### src/rtl/vec_pkg.sv
// Shared sizing and state encoding for the vector load writeback path.
// Latency: n/a (declarations only).
// Backpressure: n/a (declarations only).
package vec_pkg;

    localparam int VLEN  = 512;
    localparam int SEW   = 32;
    localparam int VLMAX = 16;
    localparam int RF_AW = 5;

    typedef enum logic [2:0] {
        IDLE = 3'd0,
        RD   = 3'd1,
        MRG  = 3'd2,
        WR   = 3'd3,
        DONE = 3'd4
    } wb_state_e;

endpackage

### src/rtl/vec_elem_merge.sv
// Per-element merge of a freshly loaded vector into the old destination value.
// Latency: purely combinational, zero cycles.
// Backpressure: none; output follows inputs.
module vec_elem_merge #(
    parameter int VLEN  = vec_pkg::VLEN,
    parameter int SEW   = vec_pkg::SEW,
    parameter int VLMAX = vec_pkg::VLMAX
) (
    input  logic [VLEN-1:0]  new_dat,
    input  logic [VLEN-1:0]  old_dat,
    input  logic [4:0]       vl,
    input  logic             vm,
    input  logic [VLMAX-1:0] v0_mask,
    input  logic             vta,
    input  logic             vma,
    output logic [VLEN-1:0]  merged
);
    import vec_pkg::*;

    // Tail elements and masked-off body elements keep the old value unless agnostic.
    always_comb begin
        merged = old_dat;
        for (int i = 0; i < VLMAX; i++) begin
            if (i >= int'(vl)) begin
                if (vta) begin
                    merged[SEW*i +: SEW] = '1;
                end
            end else if (vm || v0_mask[i]) begin
                merged[SEW*i +: SEW] = new_dat[SEW*i +: SEW];
            end else if (vma) begin
                merged[SEW*i +: SEW] = '1;
            end
        end
    end

endmodule

### src/rtl/vec_ld_wb.sv
// Writes a completed vector load back to the VRF, merging with the old destination.
// Latency: capture at edge k -> rf_wr_en in cycle k+2, wb_done in cycle k+3 (rf_ready=1).
// Backpressure: holds rf_wr_en/addr/data stable while rf_ready=0; loads arriving while busy are dropped and flagged.
module vec_ld_wb #(
    parameter int VLEN  = vec_pkg::VLEN,
    parameter int SEW   = vec_pkg::SEW,
    parameter int VLMAX = vec_pkg::VLMAX,
    parameter int RF_AW = vec_pkg::RF_AW
) (
    input  logic             clk,
    input  logic             rst,
    input  logic             is_loaded,
    input  logic [VLEN-1:0]  vd_data,
    input  logic [RF_AW-1:0] vd_addr,
    input  logic [4:0]       vl,
    input  logic             vm,
    input  logic [VLMAX-1:0] v0_mask,
    input  logic             vta,
    input  logic             vma,
    output logic [RF_AW-1:0] rf_rd_addr,
    input  logic [VLEN-1:0]  rf_rd_data,
    output logic             rf_wr_en,
    output logic [RF_AW-1:0] rf_wr_addr,
    output logic [VLEN-1:0]  rf_wr_data,
    input  logic             rf_ready,
    output logic             wb_busy,
    output logic             wb_done,
    output logic             overrun_err
);
    import vec_pkg::*;

    wb_state_e        state_q, state_d;
    logic [VLEN-1:0]  vd_q;
    logic [VLEN-1:0]  old_q;
    logic [VLEN-1:0]  wr_data_q;
    logic [RF_AW-1:0] addr_q;
    logic [4:0]       vl_q;
    logic             vm_q;
    logic [VLMAX-1:0] mask_q;
    logic             vta_q;
    logic             vma_q;
    logic             overrun_q;

    logic             capture;
    logic [4:0]       vl_clamped;
    logic [VLEN-1:0]  merge_old;
    logic [VLEN-1:0]  merged;

    // The VRF read data is only valid in MRG; elsewhere the merge sees the captured copy.
    vec_elem_merge #(
        .VLEN  (VLEN),
        .SEW   (SEW),
        .VLMAX (VLMAX)
    ) u_merge (
        .new_dat (vd_q),
        .old_dat (merge_old),
        .vl      (vl_q),
        .vm      (vm_q),
        .v0_mask (mask_q),
        .vta     (vta_q),
        .vma     (vma_q),
        .merged  (merged)
    );

    // Next-state and output decode; write port and read address are quiet outside their states.
    always_comb begin
        state_d     = state_q;
        capture     = 1'b0;
        vl_clamped  = (vl > 5'(VLMAX)) ? 5'(VLMAX) : vl;
        merge_old   = old_q;
        rf_rd_addr  = '0;
        rf_wr_en    = 1'b0;
        rf_wr_addr  = '0;
        rf_wr_data  = '0;
        wb_busy     = (state_q != IDLE);
        wb_done     = 1'b0;
        overrun_err = overrun_q;
        case (state_q)
            IDLE: begin
                if (is_loaded) begin
                    capture = 1'b1;
                    state_d = (vl == 5'd0) ? DONE : RD;
                end
            end
            RD: begin
                rf_rd_addr = addr_q;
                state_d    = MRG;
            end
            MRG: begin
                merge_old = rf_rd_data;
                state_d   = WR;
            end
            WR: begin
                rf_wr_en   = 1'b1;
                rf_wr_addr = addr_q;
                rf_wr_data = wr_data_q;
                if (rf_ready) begin
                    state_d = DONE;
                end
            end
            DONE: begin
                wb_done = 1'b1;
                state_d = IDLE;
            end
            default: begin
                state_d = IDLE;
            end
        endcase
    end

    // State, capture registers, merge result and sticky overrun flag.
    always_ff @(posedge clk) begin
        if (rst) begin
            state_q   <= IDLE;
            vd_q      <= '0;
            old_q     <= '0;
            wr_data_q <= '0;
            addr_q    <= '0;
            vl_q      <= '0;
            vm_q      <= 1'b0;
            mask_q    <= '0;
            vta_q     <= 1'b0;
            vma_q     <= 1'b0;
            overrun_q <= 1'b0;
        end else begin
            state_q <= state_d;
            if (capture) begin
                vd_q   <= vd_data;
                addr_q <= vd_addr;
                vl_q   <= vl_clamped;
                vm_q   <= vm;
                mask_q <= v0_mask;
                vta_q  <= vta;
                vma_q  <= vma;
            end
            if (state_q == MRG) begin
                old_q     <= rf_rd_data;
                wr_data_q <= merged;
            end
            if (is_loaded && (state_q != IDLE)) begin
                overrun_q <= 1'b1;
            end
        end
    end

endmodule

### config.mk
export PLATFORM = sky130hd
export DESIGN_NAME = vec_ld_wb
export DESIGN_NICKNAME = d
export VERILOG_FILES = /design/src/rtl/vec_pkg.sv /design/src/rtl/vec_elem_merge.sv /design/src/rtl/vec_ld_wb.sv
export SDC_FILE = /design/constraint.sdc
export NUM_CORES = 2
export LEC_CHECK = 0
export CAP_MARGIN = 20
export CORE_AREA = 2 2 609 611
export CTS_CLUSTER_SIZE = 8
export DETAILED_ROUTE_END_ITERATION = 8
export DIE_AREA = 0 0 611 613
export PLACE_DENSITY = 0.48
export SLEW_MARGIN = 40
export SYNTH_ARGS = -nofsm -noshare
export SYNTH_HDL_FRONTEND = slang
export SYNTH_HIERARCHICAL = 1
export SYNTH_SLANG_ARGS = --single-unit
### constraint.sdc
create_clock -name clk -period 2.8 [get_ports clk]
set_input_delay 0.42 -clock clk [delete_from_list [all_inputs] [get_ports clk]]
set_output_delay 0.42 -clock clk [all_outputs]
set_load 0.02 [all_outputs]
==> After elaboration in Yosys (flattened, before gate mapping) <==
Cells that the tools add are included.
{ "op_classes": {"n_div": 0, "n_eq_ne": 6, "mul": 0, "n_mux": 76, "n_shift": 0, "n_addsub": 0, "reduce_logical": 21, "bitwise": 0, "order_cmp": 17} }
{ "ops": {"columns": ["op", "n"], "rows": [
  ["32-bit two-way mux", 64],
  ["512-bit two-way mux", 1],
  ["4-bit by 5-bit greater-or-equal comparator with 1-bit output, first input constant", 8],
  ["3-bit by 5-bit greater-or-equal comparator with 1-bit output, first input constant", 4],
  ["1-bit logical OR", 16],
  ["5-bit two-way mux", 3],
  ["3-bit case mux with 4 select lines", 1],
  ["1-bit by 5-bit greater-or-equal comparator with 1-bit output, first input constant", 2],
  ["2-bit by 5-bit greater-or-equal comparator with 1-bit output, first input constant", 2],
  ["3-bit two-way mux", 3],
  ["3-bit by 2-bit == test with 1-bit output, second input constant", 2],
  ["5-bit > comparator, second input constant", 1],
  ["5-bit logical NOT", 1],
  ["1-bit two-way mux", 4],
  ["2-bit != test, second input constant", 2],
  ["3-bit by 1-bit == test with 1-bit output, second input constant", 1],
  ["3-bit == test, second input constant", 1],
  ["3-bit logical NOT", 1],
  ["3-bit nonzero test", 1],
  ["2-bit AND reduction", 1],
  ["1-bit logical AND", 1]
]} }
{ "totals": {"reg_bits": 1057, "word_cells": 130, "rom_bits": 0, "output_inout_bits": 526, "n_memories": 0, "latch_bits": 0, "input_bits": 1057, "ramBits": 0} }

==> Depth between registers and ports, before layout <==
{ "depth": {"depth_word": 4, "mapped_depth": 11, "depth_no_buf": 7} }

==> Modules after synthesis <==
The synthesis kept the hierarchy.
{ "modules_own_cells": {"columns": ["mod", "cells_per_inst", "area_each_um2", "instances"], "rows": [
  ["vec_ld_wb", 6822, 60062.6, 1],
  ["vec_elem_merge", 1489, 9619.2, 1]
]} }

==> Worst setup path after synthesis <==
OpenSTA, ideal clock, no wires.
{ "synth_timing": {"path_kind": "reg2reg", "from": "reg state_q[2]", "to": "reg wr_data_q[350]", "slack_ps": 479, "period_less_slack_ps": 2321, "n_path_buf": 4, "t_arrival_ps": 2189, "stages_incl_launch_ff": 12, "path_cell_list": "dfxtp_1 > buf_2 > nor3b_2 > buf_2 > buf_4 > buf_4 > mux2_2 > or4_1 > nor3_1 > a221oi_1 > nand2_1 > a21oi_1"} }
{ "synth_via": {"elab_chain_cells": 1} }
{ "synth_rtl": {"columns": ["element", "line", "rtl"], "rows": [
  ["from (decl)", "vec_ld_wb.sv:32", "wb_state_e state_q, state_d;"],
  ["from (signal assigned)", "vec_ld_wb.sv:126", "state_q <= state_d;"],
  ["3-bit by 2-bit == test with 1-bit output", "vec_ld_wb.sv:78, vec_ld_wb.sv:136", null],
  ["to (signal assigned)", "vec_ld_wb.sv:138", "wr_data_q <= merged;"],
  ["to (decl)", "vec_ld_wb.sv:35", "logic [VLEN-1:0] wr_data_q;"]
]} }
No other way between the ends.
A chain may end at the register's enable or synchronous reset.

==> Worst setup path after layout <==
{ "layout_timing": {"from": "reg state_q[2]", "to": "out rf_wr_data[34]"} }
{ "layout_via": {"elab_chain_cells": 2} }
{ "layout_rtl": {"columns": ["element", "line", "rtl"], "rows": [
  ["3-bit by 2-bit == test with 1-bit output", "vec_ld_wb.sv:78", "case (state_q)"],
  ["512-bit two-way mux", "vec_ld_wb.sv:78", null],
  ["to (decl)", "vec_ld_wb.sv:24", "output logic [VLEN-1:0] rf_wr_data,"]
]} }
No other way between the ends.

==> flow_metrics.py <==
metrics = {
    "sta": {
        "finalSetupTns_ns": -41.73,
        "min_period_ns": 2.979,
        "fin_ws_ns": -0.1786,
        "slew_headroom_pct": 39.77,
        "drv_slew": 0,
        "finalSetupViolCount": 459,
        "rsz0062_at_grt": "yes",
        "timing.fmax_ghz": 0.3357,
        "fin_crit_sh_pct": 106.4,
        "clock_skew_ns": 0.07340,
        "tightest_slew_ns": 0.9034,
        "finalHoldViolations": 0,
    },
    "routing": {
        "wire_per_inst_um": 25.65,
        "route.detailed.drc": 0,
        "viasPerCell": 4.449,
        "detail_route.wirelength_mm": 379.7,
        "route.antenna.remaining_nets": 0,
        "drt_pass1_iterations": 5,
        "via_count": 65870,
        "first_iter_violations": 4479,
    },
    "min_path": {
        "hp-class": "input pin to flop",
    },
    "placement": {
        "numPortBuffers": 1582,
        "dp.final_hpwl_mm": 283.4,
        "pre_cts_ws_ns": 0.2362,
        "place.gp.congestion": 0.8503,
    },
    "clock_network": {
        "insertion_delay_ns": 0.92,
        "cts_max_level": 4,
        "cts.root.buffer_cell": "clkbuf_16",
        "cts_tree": "done",
        "clk_path_buf_depth": 4,
        "cts-buffers-inserted": 225,
        "cts.clk_slew.worst_paths_ns": 0.05,
        "cts.sink_count": 1569,
    },
    "setup_path": {
        "cp_data_required_time_ns": 2.38,
        "cp.buffers_inverters": 4,
        "crit_family": "buffers and inverters",
        "start_kind": "flop",
        "slowest_stage": "dlygate4sd2_1",
        "critPathMostFrequentCell": "buf_12",
        "path_max_fanout": 7,
        "endpoint_kind": "output pin",
        "worst-setup-path-type": "flop to output pin",
        "worstPathCellList": "and3b_4 > buf_12 > buf_12 > clkbuf_16 > and2_1 > dlygate4sd2_1",
        "worst_ep_arrival_time_ns": 2.56,
        "slowest_delay_ns": 0.43,
    },
    "floorplanning": {
        "fp.dieH_um": 613,
        "initial_core_util_pct": 18.95,
        "rows": 223,
        "core_area_sq_um": 367700,
        "dieArea_sq_um": 374500,
        "die_width_um": 611,
        "ios": 1583,
    },
    "yosys": {
        "yosysUniqueCellTypes": 52,
        "synth_commonest_cells": "nand2_1, dfxtp_1, a21oi_1, and2_1, mux2_2",
        "ys.flop_type": "dfxtp_1",
        "synth_top_cell_area_share_pct": 45.08,
        "synth_edf_count": 0,
        "postSynthCellCount": 8311,
        "ys.warnings.count": 6,
        "synth_area_sq_um": 69680,
        "yosys.area.top_type": "dfxtp_1",
        "synth_nets": 9368,
        "synth_most_common_cell": "nand2_1",
        "synthTopCellsByArea": "dfxtp_1, nand2_1, mux2_2",
        "synth_seq_cells": 1569,
        "synth.avg_cell_area_sq_um": 8.384,
        "ys_seq_area_share_pct": 45.08,
        "async_reset_ff_share_pct": 0,
    },
    "finish": {
        "drive_above_1_share_pct": 16.61,
        "syn_to_final_growth_pct": 43.58,
        "fillers": 39910,
        "nets": 10900,
    },
    "flow_run": {
        "drv_cap": 0,
    },
    "grt": {
        "grt-ovfl-total": 0,
        "grt_pass1_wl_mm": 508.5,
        "antenna_found_initial": 239,
        "grtUsageTotal_pct": 19.07,
        "grt_pass1_vias": 62670,
        "grt_max_degree": 115,
    },
    "pwr": {
        "netSwitchingPower_mw": 18.67,
        "p_leak_nw": 37.21,
        "combPwrFrac_pct": 20.3,
        "irDropWorstVdd_v": 0.0004557,
        "p_clk_share_pct": 40.4,
        "power_density_nw_per_um2": 634.7,
        "seq_power_share_pct": 39.3,
        "intPower_mw": 44.83,
        "swShare_pct": 29.40,
    },
    "run_status": {
        "status": "complete, but fails checks",
        "violations": "negative setup slack",
    },
}
## state kept, by name, indices dropped and copies added, names as in the netlist, 3 cells and up
register   count
mask_q        16
vd_q         512
state_q        3
wr_data_q    512
old_q        512
addr_q         5
vl_q           5
## routing by layer
layer  part of all wire [%]  GRT usage [%]
met5                   0.20              0
met2                     48          31.87
met1                     41          23.04
met4                    3.6          7.506
met3                    7.4          5.322
## logic make-up after synthesis
| group | share of synthesized area, % |
|---|---|
| and+or+nand+nor | 24.45 |
| AOI/OAI and AO/OA | 15.39 |
| DFF | 45.08 |
| buffers and inverters | 6.692 |
| muxes | 8.393 |
## metrics by stage
step / utilization, % / hold WS (ns) / std cells / power (mW) / area, sq um
floorplan: - / 0.4311 / 8311 / 32.72 / 69680
finish: 27.21 / 0.08129 / 14810 / 63.50 / 100000
global route: 27.18 / 0.03622 / 14770 / 66.29 / 99960
CTS: 27.14 / 0.00005551 / 14690 / 64.30 / 99790
global placement: 24.87 / 0.4385 / 14250 / 37.83 / 91460
detailed placement: 24.89 / 0.4422 / 14250 / 37.92 / 91530
## layout make-up
cell class	count	area (sq um)	area share, %
antenna	84	210.2	0.2101
clock buffer	249	5854	5.852
clock inverter	18	354.1	0.3539
inverter	160	600.6	0.6003
multi-input combinational	5811	33910	33.90
sequential	1569	31440	31.43
tap	4837	6052	6.049
timing repair buffer	2078	21620	21.61
## power groups by stage
stage / clock (mW) / sequential [mW] / combinational, mW
after floorplan: 0 / 24.8 / 7.91
after global placement: 0 / 25.4 / 12.4
after detailed placement: 0 / 25.4 / 12.5
after CTS: 26.4 / 24.9 / 12.9
after global routing: 27.2 / 25.1 / 14.0
final: 25.7 / 24.9 / 12.9
## cell usage in the layout, fill, tap and decap left out, drive strengths merged, types with 2 or more instances in the layout
cell type | netlist | final
a21oi | 1088 | 1088
dfxtp | 1569 | 1569
or3 | 9 | 9
o21ai | 38 | 38
and2 | 524 | 524
dlygate4sd2 | 0 | 83
diode | 0 | 84
nor3b | 2 | 2
o31a | 2 | 2
or4b | 2 | 2
clkinv | 0 | 10
a211oi | 2 | 2
nor3 | 68 | 68
o21bai | 4 | 4
dlygate4sd3 | 0 | 161
buf | 321 | 495
nor2 | 103 | 103
o211a | 33 | 33
inv | 160 | 163
clkdlybuf4s15 | 0 | 162
and3 | 2 | 2
a221oi | 160 | 160
clkinvlp | 0 | 2
o22a | 291 | 291
a2111oi | 32 | 32
nand2 | 2103 | 2103
bufinv | 0 | 3
mux2 | 519 | 519
nor2b | 512 | 512
o22ai | 34 | 34
nand3b | 4 | 4
clkbuf | 450 | 371
or4 | 67 | 67
clkdlybuf4s50 | 0 | 1055
or2 | 8 | 8
nor4 | 193 | 193
## repair_timing
action	4_1_cts	5_1_grt
resized for setup	1080	528
cloned	7	15
hold buffers	161	0
hold endpoints to repair	161	0
pin swaps	4	10
setup endpoints to repair	524	523
setup buffers	8	15
## tightest hold or removal path, delay by kind of cell
family	cells	cell delay [ns]
buffers and inverters	1	0.40
and+or+nand+nor	1	0.07
AOI/OAI and AO/OA	1	0.05
## final timing paths
| kind | start | endpoint | slack (ns) | cells past startpoint |
|---|---|---|---|---|
| worst min register to register | wr_data_q[25] | wr_data_q[25] | 0.45 | 2 |
| worst max-delay path | state_q[2] | rf_wr_data[34] | -0.18 | 6 |
| worst max register to register | state_q[2] | wr_data_q[386] | 0.21 | 10 |
| worst min-delay path | vd_data[154] | vd_q[154] | 0.08 | 3 |
(Power assumes the default switching activity.)
